===== src/rtl/dvp_pkg.sv =====
// dvp_pkg: state encoding and byte-order constants shared by the DVP transmitter
// and the pixel_reconstruct benches.
package dvp_pkg;
    typedef enum logic [2:0] {IDLE, VSYNC, VBACK, LINE_ACTIVE, LINE_BLANK, VFRONT} dvp_state_t;
    localparam bit HI_FIRST = 1'b1;
endpackage


===== src/rtl/pclk_divider.sv =====
// pclk_divider: divides clk_in into pclk and flags the clk_in cycle before each
// pclk edge, so the caller can update outputs in step with pclk falling.
module pclk_divider #(
    parameter int PCLK_HALF = 2
) (
    input  logic clk_in,
    input  logic rst_in,
    output logic pclk_out,
    output logic fall_tick_out,
    output logic rise_tick_out
);
    localparam int CW = PCLK_HALF > 1 ? $clog2(PCLK_HALF) : 1;
    logic [CW-1:0] cnt_q, cnt_d;
    logic pclk_q, pclk_d, tc;
    always_comb begin
        tc = cnt_q == CW'(PCLK_HALF - 1);
        cnt_d = tc ? '0 : cnt_q + 1'b1;
        pclk_d = pclk_q ^ tc;
    end
    always_ff @(posedge clk_in) begin
        if (rst_in) begin
            cnt_q <= '0;
            pclk_q <= 1'b0;
        end else begin
            cnt_q <= cnt_d;
            pclk_q <= pclk_d;
        end
    end
    assign pclk_out = pclk_q;
    assign fall_tick_out = tc & pclk_q;
    assign rise_tick_out = tc & ~pclk_q;
endmodule


===== src/rtl/dvp_camera_tx.sv =====
// dvp_camera_tx: RGB565 valid/ready source to 8-bit DVP bus with OV5640-style
// frame timing; everything updates on pclk fall ticks.
module dvp_camera_tx
    import dvp_pkg::*;
#(
    parameter int H_ACTIVE    = 1280,
    parameter int H_BLANK     = 64,
    parameter int V_ACTIVE    = 720,
    parameter int VSYNC_LINES = 4,
    parameter int V_BACK      = 8,
    parameter int V_FRONT     = 4,
    parameter int PCLK_HALF   = 2
) (
    input  logic        clk_in,
    input  logic        rst_in,
    input  logic        enable_in,
    input  logic [15:0] pixel_data_in,
    input  logic        pixel_valid_in,
    output logic        pixel_ready_out,
    output logic        pclk_out,
    output logic        hsync_out,
    output logic        vsync_out,
    output logic [7:0]  data_out,
    output logic        frame_start_out,
    output logic        underflow_out
);
    localparam int L = 2 * H_ACTIVE + H_BLANK;
    localparam int SW = $clog2(L);
    localparam int M1 = VSYNC_LINES > V_BACK ? VSYNC_LINES : V_BACK;
    localparam int M2 = V_ACTIVE > V_FRONT ? V_ACTIVE : V_FRONT;
    localparam int LMAX = M1 > M2 ? M1 : M2;
    localparam int LW = LMAX > 1 ? $clog2(LMAX) : 1;

    dvp_state_t state_q, state_d;
    logic [SW-1:0] slot_q, slot_d;
    logic [LW-1:0] line_q, line_d, line_end;
    logic [7:0] data_q, data_d, hold_q, hold_d, hi, lo;
    logic under_q, under_d, fs_q, fs_d;
    logic fall_tick, slot_last, act_last, line_last, ready;

    pclk_divider #(.PCLK_HALF(PCLK_HALF)) u_div (
        .clk_in        (clk_in),
        .rst_in        (rst_in),
        .pclk_out      (pclk_out),
        .fall_tick_out (fall_tick),
        .rise_tick_out ()
    );

    always_comb begin
        slot_last = slot_q == SW'(L - 1);
        act_last = slot_q == SW'(2 * H_ACTIVE - 1);
        line_end = state_q == VSYNC ? LW'(VSYNC_LINES - 1) : state_q == VBACK ? LW'(V_BACK - 1) :
                   state_q == VFRONT ? LW'(V_FRONT - 1) : LW'(V_ACTIVE - 1);
        line_last = line_q == line_end;
        state_d = state_q;
        slot_d = slot_q;
        line_d = line_q;
        if (fall_tick) begin
            slot_d = (state_q == IDLE || slot_last) ? '0 : slot_q + 1'b1;
            line_d = !slot_last ? line_q : line_last ? '0 : line_q + 1'b1;
            case (state_q)
                IDLE:        if (enable_in) state_d = VSYNC;
                VSYNC:       if (slot_last && line_last) state_d = VBACK;
                VBACK:       if (slot_last && line_last) state_d = LINE_ACTIVE;
                LINE_ACTIVE: if (act_last) state_d = LINE_BLANK;
                LINE_BLANK:  if (slot_last) state_d = line_last ? VFRONT : LINE_ACTIVE;
                VFRONT:      if (slot_last && line_last) state_d = enable_in ? VSYNC : IDLE;
                default:     state_d = IDLE;
            endcase
        end
    end

    // Ready marks the fall tick that begins an even active slot; built from state only.
    assign ready = fall_tick && ((state_q == LINE_ACTIVE && slot_q[0] && !act_last) ||
                                 (state_q == VBACK && slot_last && line_last) ||
                                 (state_q == LINE_BLANK && slot_last && !line_last));

    always_comb begin
        hi = HI_FIRST ? pixel_data_in[15:8] : pixel_data_in[7:0];
        lo = HI_FIRST ? pixel_data_in[7:0] : pixel_data_in[15:8];
        data_d = data_q;
        if (fall_tick)
            data_d = ready ? (pixel_valid_in ? hi : 8'h00) :
                     (state_q == LINE_ACTIVE && !slot_q[0]) ? hold_q : 8'h00;
        hold_d = ready ? (pixel_valid_in ? lo : 8'h00) : hold_q;
        under_d = under_q | (ready & ~pixel_valid_in);
        fs_d = fall_tick && state_q != VSYNC && state_d == VSYNC;
    end

    always_ff @(posedge clk_in) begin
        if (rst_in) begin
            state_q <= IDLE;
            slot_q <= '0;
            line_q <= '0;
            data_q <= '0;
            hold_q <= '0;
            under_q <= 1'b0;
            fs_q <= 1'b0;
        end else begin
            state_q <= state_d;
            slot_q <= slot_d;
            line_q <= line_d;
            data_q <= data_d;
            hold_q <= hold_d;
            under_q <= under_d;
            fs_q <= fs_d;
        end
    end

    assign pixel_ready_out = ready;
    assign hsync_out = state_q == LINE_ACTIVE;
    assign vsync_out = state_q == VSYNC;
    assign data_out = data_q;
    assign frame_start_out = fs_q;
    assign underflow_out = under_q;
endmodule

===== config.mk =====
export PLATFORM = sky130hd
export DESIGN_NAME = dvp_camera_tx
export DESIGN_NICKNAME = d
export VERILOG_FILES = /design/src/rtl/dvp_pkg.sv /design/src/rtl/pclk_divider.sv /design/src/rtl/dvp_camera_tx.sv
export SDC_FILE = /design/constraint.sdc
export NUM_CORES = 1
export LEC_CHECK = 0
export ABC_CLOCK_PERIOD_IN_PS = 4600
export CORE_UTILIZATION = 35
export DETAILED_ROUTE_END_ITERATION = 16
export DONT_BUFFER_PORTS = 1
export PLACE_DENSITY = 0.48
export SKIP_LAST_GASP = 1
export SLEW_MARGIN = 10
export SYNTH_ARGS = -nofsm -noshare
export SYNTH_HDL_FRONTEND = slang
export SYNTH_SLANG_ARGS = --single-unit

===== constraint.sdc =====
create_clock -name clk_in -period 4.6 [get_ports clk_in]
set_input_delay 0.69 -clock clk_in [delete_from_list [all_inputs] [get_ports clk_in]]
set_output_delay 0.69 -clock clk_in [all_outputs]
set_load 0.02 [all_outputs]

==> impl_metrics.prom, run 1 <==
# TYPE chip_impl_metric gauge
chip_impl_metric{name="syn_avg_cell_area",unit="sq um"} 8.95
chip_impl_metric{name="fp.dieArea",unit="sq mm"} 0.00758
chip_impl_metric{name="grt_first_pass_wirelength",unit="mm"} 9.74
chip_impl_info{name="cts.root.buffer_cell",value="clkbuf_8"} 1
chip_impl_metric{name="initial_antenna_violation_count",unit=""} 0
chip_impl_info{name="setup.worst_path.start_class",value="flip-flop"} 1
chip_impl_metric{name="dpl.hpwl",unit="mm"} 4.05
chip_impl_metric{name="finalHoldViolations",unit=""} 0
chip_impl_metric{name="switching_share",unit=""} 0.222
chip_impl_info{name="criticalPathCategory",value="reg -> out"} 1
chip_impl_metric{name="layout.nets",unit=""} 300
chip_impl_metric{name="maxClockFrequency",unit="MHz"} 322
chip_impl_metric{name="post-layout-total-power",unit="W"} 0.000808
chip_impl_metric{name="pwr_dens",unit="mW/mm^2"} 295
chip_impl_metric{name="synth_cell_types",unit=""} 56
chip_impl_metric{name="setup-violations-final",unit=""} 0
chip_impl_metric{name="mappedNetlistArea",unit="sq mm"} 0.00253
chip_impl_metric{name="final.fill_count",unit=""} 706
chip_impl_metric{name="worstSkewPairLatency",unit="ns"} 0.29
chip_impl_metric{name="ctsHoldBuffers",unit=""} 0
chip_impl_metric{name="first_global_vias",unit=""} 1929
chip_impl_info{name="layout_commonest_cell",value="dfxtp_1"} 1
chip_impl_metric{name="synth-seq-area-share",unit=""} 0.356
chip_impl_info{name="critical_path.endpoint_type",value="output pin"} 1
chip_impl_metric{name="cts-resized-gates",unit=""} 0
chip_impl_metric{name="fin_worst_skew",unit="ns"} 0.00948
chip_impl_metric{name="portion_of_total_power_attributed_to_the_clock_network",unit=""} 0.442
chip_impl_metric{name="num_io_pins",unit=""} 34
chip_impl_metric{name="number_of_synthesis_warnings",unit=""} 0
chip_impl_metric{name="critical_path.max_fanout",unit=""} 35
chip_impl_metric{name="clock_sink_count",unit=""} 45
chip_impl_info{name="worst_hold_path_type",value="reg -> reg"} 1
chip_impl_metric{name="flops_latches_synth",unit=""} 45
chip_impl_metric{name="detailedRoute.firstIterationViolations",unit=""} 99
chip_impl_metric{name="clk_pin_slew",unit="ns"} 0.09
chip_impl_metric{name="cp.arrival",unit="ns"} 2.42
chip_impl_metric{name="worst-slew-pin-transition",unit="ns"} 0.891
chip_impl_metric{name="synth_enable_flop_cells",unit=""} 0
chip_impl_metric{name="core-area",unit="sq mm"} 0.00691
chip_impl_metric{name="number_of_antenna_repair_diodes",unit=""} 0
chip_impl_info{name="synth.area.top_cells",value="dfxtp_1, nand2_1, xor2_1"} 1
chip_impl_metric{name="cts_htree_levels",unit=""} 2
chip_impl_metric{name="number_of_standard_cells_after_synthesis",unit=""} 283
chip_impl_metric{name="async_set_or_reset_register_ratio_after_synthesis",unit=""} 0
chip_impl_metric{name="setup-tns-final",unit="ns"} 0
chip_impl_metric{name="power.internal",unit="W"} 0.000628
chip_impl_metric{name="yosys.area.top_type_share",unit=""} 0.356
chip_impl_metric{name="comb_power_share",unit=""} 0.052
chip_impl_info{name="outcome",value="finished, final reports clean"} 1
chip_impl_metric{name="drv.max_cap_violation_count",unit=""} 0
chip_impl_metric{name="synth_fp_nets",unit=""} 306
chip_impl_metric{name="gp_congestion",unit=""} 0.746
chip_impl_metric{name="drt_pre_antenna_iters",unit=""} 4
chip_impl_metric{name="post_drt_via_cell_ratio",unit=""} 5.32
chip_impl_info{name="synth_top_flop_cell",value="dfxtp_1"} 1
chip_impl_metric{name="final_antenna_net_count",unit=""} 0
chip_impl_metric{name="drcViolationCount",unit=""} 0
chip_impl_metric{name="slew_violations",unit=""} 0
chip_impl_metric{name="die_w",unit="um"} 87.1
chip_impl_info{name="mostFrequentLayoutCells",value="dfxtp_1, nand2_1, nor2_1, xor2_1, o21ai_0"} 1
chip_impl_metric{name="ir_worst_vdd",unit="mV"} 0.129
chip_impl_metric{name="num_rows",unit=""} 30
chip_impl_metric{name="p_leak",unit="nW"} 1.06
chip_impl_metric{name="drive_above_1_share",unit=""} 0.115
chip_impl_metric{name="final_period_minus_worst_setup_slack",unit="ns"} 3.11
chip_impl_metric{name="gr-total-overflow",unit=""} 0
chip_impl_metric{name="max-clock-path-buffers",unit=""} 2
chip_impl_metric{name="setup_repair_bufs_after_cts",unit=""} 0
chip_impl_info{name="setup_repair_after_global_routing_missed_its_margin",value="no"} 1
chip_impl_metric{name="cts-buffers-inserted",unit=""} 5
chip_impl_info{name="yosys.area.top_type",value="dfxtp_1"} 1
chip_impl_metric{name="p_switching",unit="W"} 0.000180
chip_impl_metric{name="wl",unit="mm"} 5.78
chip_impl_metric{name="finalCritPeriodShare",unit=""} 0.676
chip_impl_metric{name="layout_area_growth_over_synthesis",unit="%"} 8.00
chip_impl_metric{name="grt_max_degree",unit=""} 36
chip_impl_metric{name="post_drt_wl_per_cell",unit="um"} 15.4
chip_impl_metric{name="slew_headroom",unit=""} 0.404
chip_impl_metric{name="worst-endpoint-required",unit="ns"} 3.91
chip_impl_metric{name="share_seq_of_total_power",unit=""} 0.506
chip_impl_metric{name="grt_usage",unit=""} 0.166
chip_impl_metric{name="start_util",unit=""} 0.367
chip_impl_info{name="cts_tree",value="done"} 1
chip_impl_metric{name="die_height",unit="um"} 87.1
chip_impl_metric{name="placement.io_buffers",unit=""} 0
chip_impl_metric{name="vias",unit=""} 1989
-- worst max-delay path, stage by stage, from the launching register on --
cell,delay [ns]
dfxtp_1,0.46
ha_1,0.19
buf_4,0.30
nand2_1,0.17
nor4b_2,0.29
buf_4,0.23
a21oi_1,0.09
buf_4,0.20
inv_1,0.17
-- Yosys cell counts (3+ instances only) --
cell       n
ha_1       3
mux2i_1    9
xnor2_1    3
a21boi_0   8
a221oi_2   8
a21oi_1    5
and3_1     7
buf_2      5
nor3_1     5
o21ai_0   13
xor2_1    15
nand3_1   10
dfxtp_1   45
nor2b_1    6
inv_1      5
nand2b_1   5
clkbuf_1   9
a221o_1    8
nand2_1   38
nand4_1    6
nor2_1    28
-- power groups by stage --
stage          clock, W  combinational, W  sequential, W
4_1_cts        0.000367         0.0000424       0.000409
2_1_floorplan         0         0.0000386       0.000415
6_report       0.000357         0.0000419       0.000409
5_1_grt        0.000382         0.0000474       0.000410
3_3_place_gp          0         0.0000422       0.000418
3_5_place_dp          0         0.0000423       0.000418
-- state kept, by name, indices dropped and copies added (netlist names) --
| register | flops |
|---|---|
| data_out | 8 |
| line_q | 10 |
| slot_q | 12 |
| frame_start_out | 1 |
| state_q | 3 |
| underflow_out | 1 |
| u_div.pclk_out | 1 |
| u_div.cnt_q | 1 |
| hold_q | 8 |
-- final timing paths --
| path | start | end | slack (ns) | cells after the start |
|---|---|---|---|---|
| worst min-delay path | u_div.cnt_q$_SDFF_PP0_ | u_div.cnt_q$_SDFF_PP0_ | 0.42 | 1 |
| worst max-delay path | u_div.pclk_out$_SDFF_PP0_ | pixel_ready_out | 1.49 | 8 |
| worst min register to register | u_div.cnt_q$_SDFF_PP0_ | u_div.cnt_q$_SDFF_PP0_ | 0.42 | 1 |
| worst max register to register | line_q[0]$_SDFFE_PP0P_ | frame_start_out$_SDFF_PP0_ | 2.20 | 6 |
-- cells by family (layout without fill, tap and decap cells) --
kind of cell	after synthesis	count (layout)	share of synthesized area
AOI/OAI and AO/OA	61	61	0.215
xor gates and xnor gates	18	18	0.0622
adders and majority gates	3	3	0.0148
buffers and inverters	21	16	0.0365
DFF	45	45	0.356
muxes	9	9	0.0356
and+or+nand+nor	126	126	0.280
-- metrics by stage --
stage	utilization	worst slack, ns	cells	cell area [sq um]	hold slack [ns]
final	0.396	1.49	374	2740	0.419
after global routing	0.396	1.30	374	2740	0.427
after floorplan	-	2.12	283	2530	0.397
after detailed placement	0.377	1.82	366	2600	0.411
after CTS	0.396	1.47	374	2740	0.424
after global placement	0.377	1.86	366	2600	0.412
-- layout make-up --
class | instances | area [sq um] | share of cell area
Clock inverter | 3 | 65.1 | 0.0238
Inverter | 5 | 18.8 | 0.00686
Tap cell | 96 | 120 | 0.0439
Clock buffer | 5 | 68.8 | 0.0251
Sequential cell | 45 | 901 | 0.329
Multi-Input combinational cell | 217 | 1540 | 0.563
Timing Repair Buffer | 3 | 22.5 | 0.00823
-- layer usage --
metal / track usage / up-vias / share of wire
met5: 0 / - / 0
met2: 0.241 / 33 / 0.42
met3: 0.0408 / 2 / 0.038
li1: - / 1021 / -
met4: 0.0409 / 0 / 0.0054
met1: 0.244 / 933 / 0.54
Power figures use the tool's default switching activity.
==> run 2, diff against run 1 <==
- ABC_CLOCK_PERIOD_IN_PS: 4600 -> 3000
- clock period: 4.6 -> 3 ns (I/O delays scaled with it)
==> impl_metrics.prom, run 2 (same netlist as run 1, synthesis figures left out) <==
# TYPE chip_impl_metric gauge
chip_impl_metric{name="grt_max_degree",unit=""} 35
chip_impl_metric{name="finish.instance_area",unit="sq mm"} 0.00270
chip_impl_metric{name="final_period_minus_worst_setup_slack",unit="ns"} 2.65
chip_impl_metric{name="setup-tns-final",unit="ns"} 0
chip_impl_info{name="setup_repair_after_global_routing_missed_its_margin",value="no"} 1
chip_impl_metric{name="drv.max_cap_violation_count",unit=""} 0
chip_impl_info{name="worstPathCellList",value="ha_1, and3_1, a31oi_1, and3_1, a21oi_1, inv_1, buf_4"} 1
chip_impl_metric{name="maxClockFrequency",unit="MHz"} 377
chip_impl_metric{name="dp_cells",unit=""} 368
chip_impl_metric{name="grt_first_pass_wirelength",unit="mm"} 9.90
chip_impl_metric{name="setup-violations-final",unit=""} 0
chip_impl_info{name="criticalPathCategory",value="reg -> out"} 1
chip_impl_metric{name="ctsHoldBuffers",unit=""} 0
chip_impl_metric{name="post_drt_wl_per_cell",unit="um"} 15.3
chip_impl_info{name="layout_commonest_cell",value="dfxtp_1"} 1
chip_impl_info{name="setup.worst_path.start_class",value="flip-flop"} 1
chip_impl_metric{name="cp.arrival",unit="ns"} 2.20
chip_impl_metric{name="setup_repair_bufs_after_cts",unit=""} 0
chip_impl_metric{name="drive_above_1_share",unit=""} 0.111
chip_impl_metric{name="initial_antenna_violation_count",unit=""} 0
chip_impl_metric{name="portion_of_total_power_attributed_to_the_clock_network",unit=""} 0.345
chip_impl_info{name="cts.root.buffer_cell",value="clkbuf_8"} 1
chip_impl_info{name="worst_hold_path_type",value="in -> reg"} 1
chip_impl_metric{name="placement.cell_area",unit="sq mm"} 0.00262
chip_impl_info{name="largest_register",value="slot_q"} 1
chip_impl_metric{name="placement.io_buffers",unit=""} 0
chip_impl_metric{name="final_antenna_net_count",unit=""} 0
chip_impl_metric{name="number_of_antenna_repair_diodes",unit=""} 0
chip_impl_info{name="outcome",value="finished, final reports clean"} 1
chip_impl_metric{name="start_util",unit=""} 0.367
chip_impl_metric{name="cts-buffers-inserted",unit=""} 5
chip_impl_metric{name="worst-endpoint-required",unit="ns"} 2.55
chip_impl_metric{name="clk_pin_slew",unit="ns"} 0.09
chip_impl_metric{name="drt_pre_antenna_iters",unit=""} 4
chip_impl_metric{name="clock_sink_count",unit=""} 45
chip_impl_metric{name="vias",unit=""} 1983
chip_impl_info{name="layout_top_registers",value="slot_q (12), line_q (10)"} 1
chip_impl_metric{name="regToRegSetupSlack",unit="ns"} 0.74
chip_impl_metric{name="grt_usage",unit=""} 0.169
chip_impl_metric{name="gr-total-overflow",unit=""} 0
chip_impl_metric{name="final.fill_count",unit=""} 759
chip_impl_metric{name="critical_path.max_fanout",unit=""} 7
chip_impl_metric{name="switching_share",unit=""} 0.245
chip_impl_metric{name="max_stage_delay",unit="ns"} 0.46
chip_impl_metric{name="num_rows",unit=""} 30
chip_impl_info{name="critical_path.endpoint_type",value="output pin"} 1
chip_impl_metric{name="power.internal",unit="W"} 0.000798
chip_impl_metric{name="slew_headroom",unit=""} 0.456
chip_impl_metric{name="cts_htree_levels",unit=""} 2
chip_impl_metric{name="worstRegToRegCells",unit=""} 5
chip_impl_metric{name="post_drt_via_cell_ratio",unit=""} 5.27
chip_impl_metric{name="worstSkewPairLatency",unit="ns"} 0.29
chip_impl_info{name="cp_common_cell",value="and3_1"} 1
chip_impl_metric{name="max-clock-path-buffers",unit=""} 2
chip_impl_metric{name="p_leak",unit="nW"} 1.04
chip_impl_metric{name="fin_worst_skew",unit="ns"} 0.00801
chip_impl_metric{name="post-layout-total-power",unit="W"} 0.00106
chip_impl_info{name="critPathLaunch",value="slot_q[0]$_SDFFE_PP0P_"} 1
chip_impl_info{name="cts_tree",value="done"} 1
chip_impl_metric{name="layout_area_growth_over_synthesis",unit="%"} 6.47
chip_impl_info{name="destination_of_the_worst_register_to_register_timing_path",value="data_out[7]$_SDFFE_PP0P_"} 1
chip_impl_metric{name="worst-slew-pin-transition",unit="ns"} 0.812
chip_impl_metric{name="final_cell_count_no_fill",unit=""} 376
chip_impl_metric{name="gp_congestion",unit=""} 0.835
chip_impl_metric{name="wl",unit="mm"} 5.75
chip_impl_metric{name="die_w",unit="um"} 87.1
chip_impl_info{name="critical_path.slowest_cell",value="dfxtp_1"} 1
chip_impl_metric{name="num_io_pins",unit=""} 34
chip_impl_metric{name="pwr_dens",unit="mW/mm^2"} 392
chip_impl_metric{name="slew_violations",unit=""} 0
chip_impl_metric{name="layout.nets",unit=""} 302
chip_impl_metric{name="finalCritPeriodShare",unit=""} 0.884
chip_impl_metric{name="share_seq_of_total_power",unit=""} 0.593
chip_impl_metric{name="dpl.hpwl",unit="mm"} 4.19
chip_impl_metric{name="finalHoldViolations",unit=""} 0
chip_impl_metric{name="detailedRoute.firstIterationViolations",unit=""} 92
chip_impl_metric{name="largest_register_ff_count",unit=""} 12
chip_impl_metric{name="drcViolationCount",unit=""} 0
chip_impl_metric{name="comb_power_share",unit=""} 0.062
chip_impl_info{name="worst_r2r_startpoint",value="slot_q[0]$_SDFFE_PP0P_"} 1
chip_impl_info{name="crit_end",value="pixel_ready_out"} 1
chip_impl_metric{name="fp.dieArea",unit="sq mm"} 0.00758
chip_impl_metric{name="first_global_vias",unit=""} 1918
chip_impl_info{name="mostFrequentLayoutCells",value="dfxtp_1, nand2_1, nor2_1, xor2_1, o21ai_0"} 1
chip_impl_metric{name="die_height",unit="um"} 87.1
chip_impl_metric{name="p_switching",unit="W"} 0.000259
chip_impl_metric{name="core-area",unit="sq mm"} 0.00691
chip_impl_metric{name="ir_worst_vdd",unit="mV"} 0.226
chip_impl_metric{name="cts-resized-gates",unit=""} 0
[run 2: cell count changes in the layout (fill, tap and decap cells not counted), sizes merged]
cell / change
clkbuf: +3
buf: +2
bufinv: -2
clkinv: -1
[run 2: metal layers]
| metal | share of wire | track usage |
|---|---|---|
| met1 | 0.53 | 0.248 |
| met2 | 0.43 | 0.256 |
| met3 | 0.036 | 0.0332 |
| met4 | 0.0056 | 0.0318 |
| met5 | 0 | 0 |
[run 2: worst min-delay path by stage]
| stage | start | end | slack, ns | cells past startpoint |
|---|---|---|---|---|
| floorplan | u_div.cnt_q$_SDFF_PP0_ | u_div.cnt_q$_SDFF_PP0_ | 0.40 | 1 |
| detailed placement | u_div.cnt_q$_SDFF_PP0_ | u_div.cnt_q$_SDFF_PP0_ | 0.42 | 1 |
| global route | rst_in | slot_q[4]$_SDFFE_PP0P_ | 0.20 | 1 |
| finish | rst_in | u_div.cnt_q$_SDFF_PP0_ | 0.21 | 1 |
| CTS | rst_in | u_div.cnt_q$_SDFF_PP0_ | 0.20 | 1 |
| global placement | u_div.cnt_q$_SDFF_PP0_ | u_div.cnt_q$_SDFF_PP0_ | 0.41 | 1 |
[run 2: worst max-delay path, delay by kind of cell, from the launching register on]
| kind | cells | cell delay (ns) |
|---|---|---|
| AOI/OAI and AO/OA | 2 | 0.45 |
| adders and majority gates | 1 | 0.21 |
| buffers and inverters | 2 | 0.24 |
| DFF | 1 | 0.46 |
| and+or+nand+nor | 2 | 0.56 |
[run 2: layout make-up]
class / instances / area (sq um) / area share
Multi-Input combinational cell: 217 / 1540 / 0.571
Timing Repair Buffer: 5 / 37.5 / 0.0139
Inverter: 5 / 18.8 / 0.00696
Sequential cell: 45 / 901 / 0.334
Tap cell: 96 / 120 / 0.0445
Clock buffer: 8 / 80.1 / 0.0297
[run 2: power groups by stage]
stage / combinational (W) / clock (W) / sequential [W]
after CTS: 0.0000666 / 0.000379 / 0.000627
after global placement: 0.0000664 / 0 / 0.000641
final: 0.0000658 / 0.000365 / 0.000626
after floorplan: 0.0000592 / 0 / 0.000636
after detailed placement: 0.0000662 / 0 / 0.000641
after global routing: 0.0000746 / 0.000411 / 0.000629
[run 2: per-stage QoR]
| stage | hold slack (ns) | setup slack [ns] | util |
|---|---|---|---|
| 3_3_place_gp | 0.414 | 0.705 | 0.379 |
| 5_1_grt | 0.198 | 0.204 | 0.391 |
| 2_1_floorplan | 0.397 | 0.759 | - |
| 6_report | 0.209 | 0.348 | 0.391 |
| 4_1_cts | 0.202 | 0.365 | 0.391 |
| 3_5_place_dp | 0.419 | 0.699 | 0.379 |
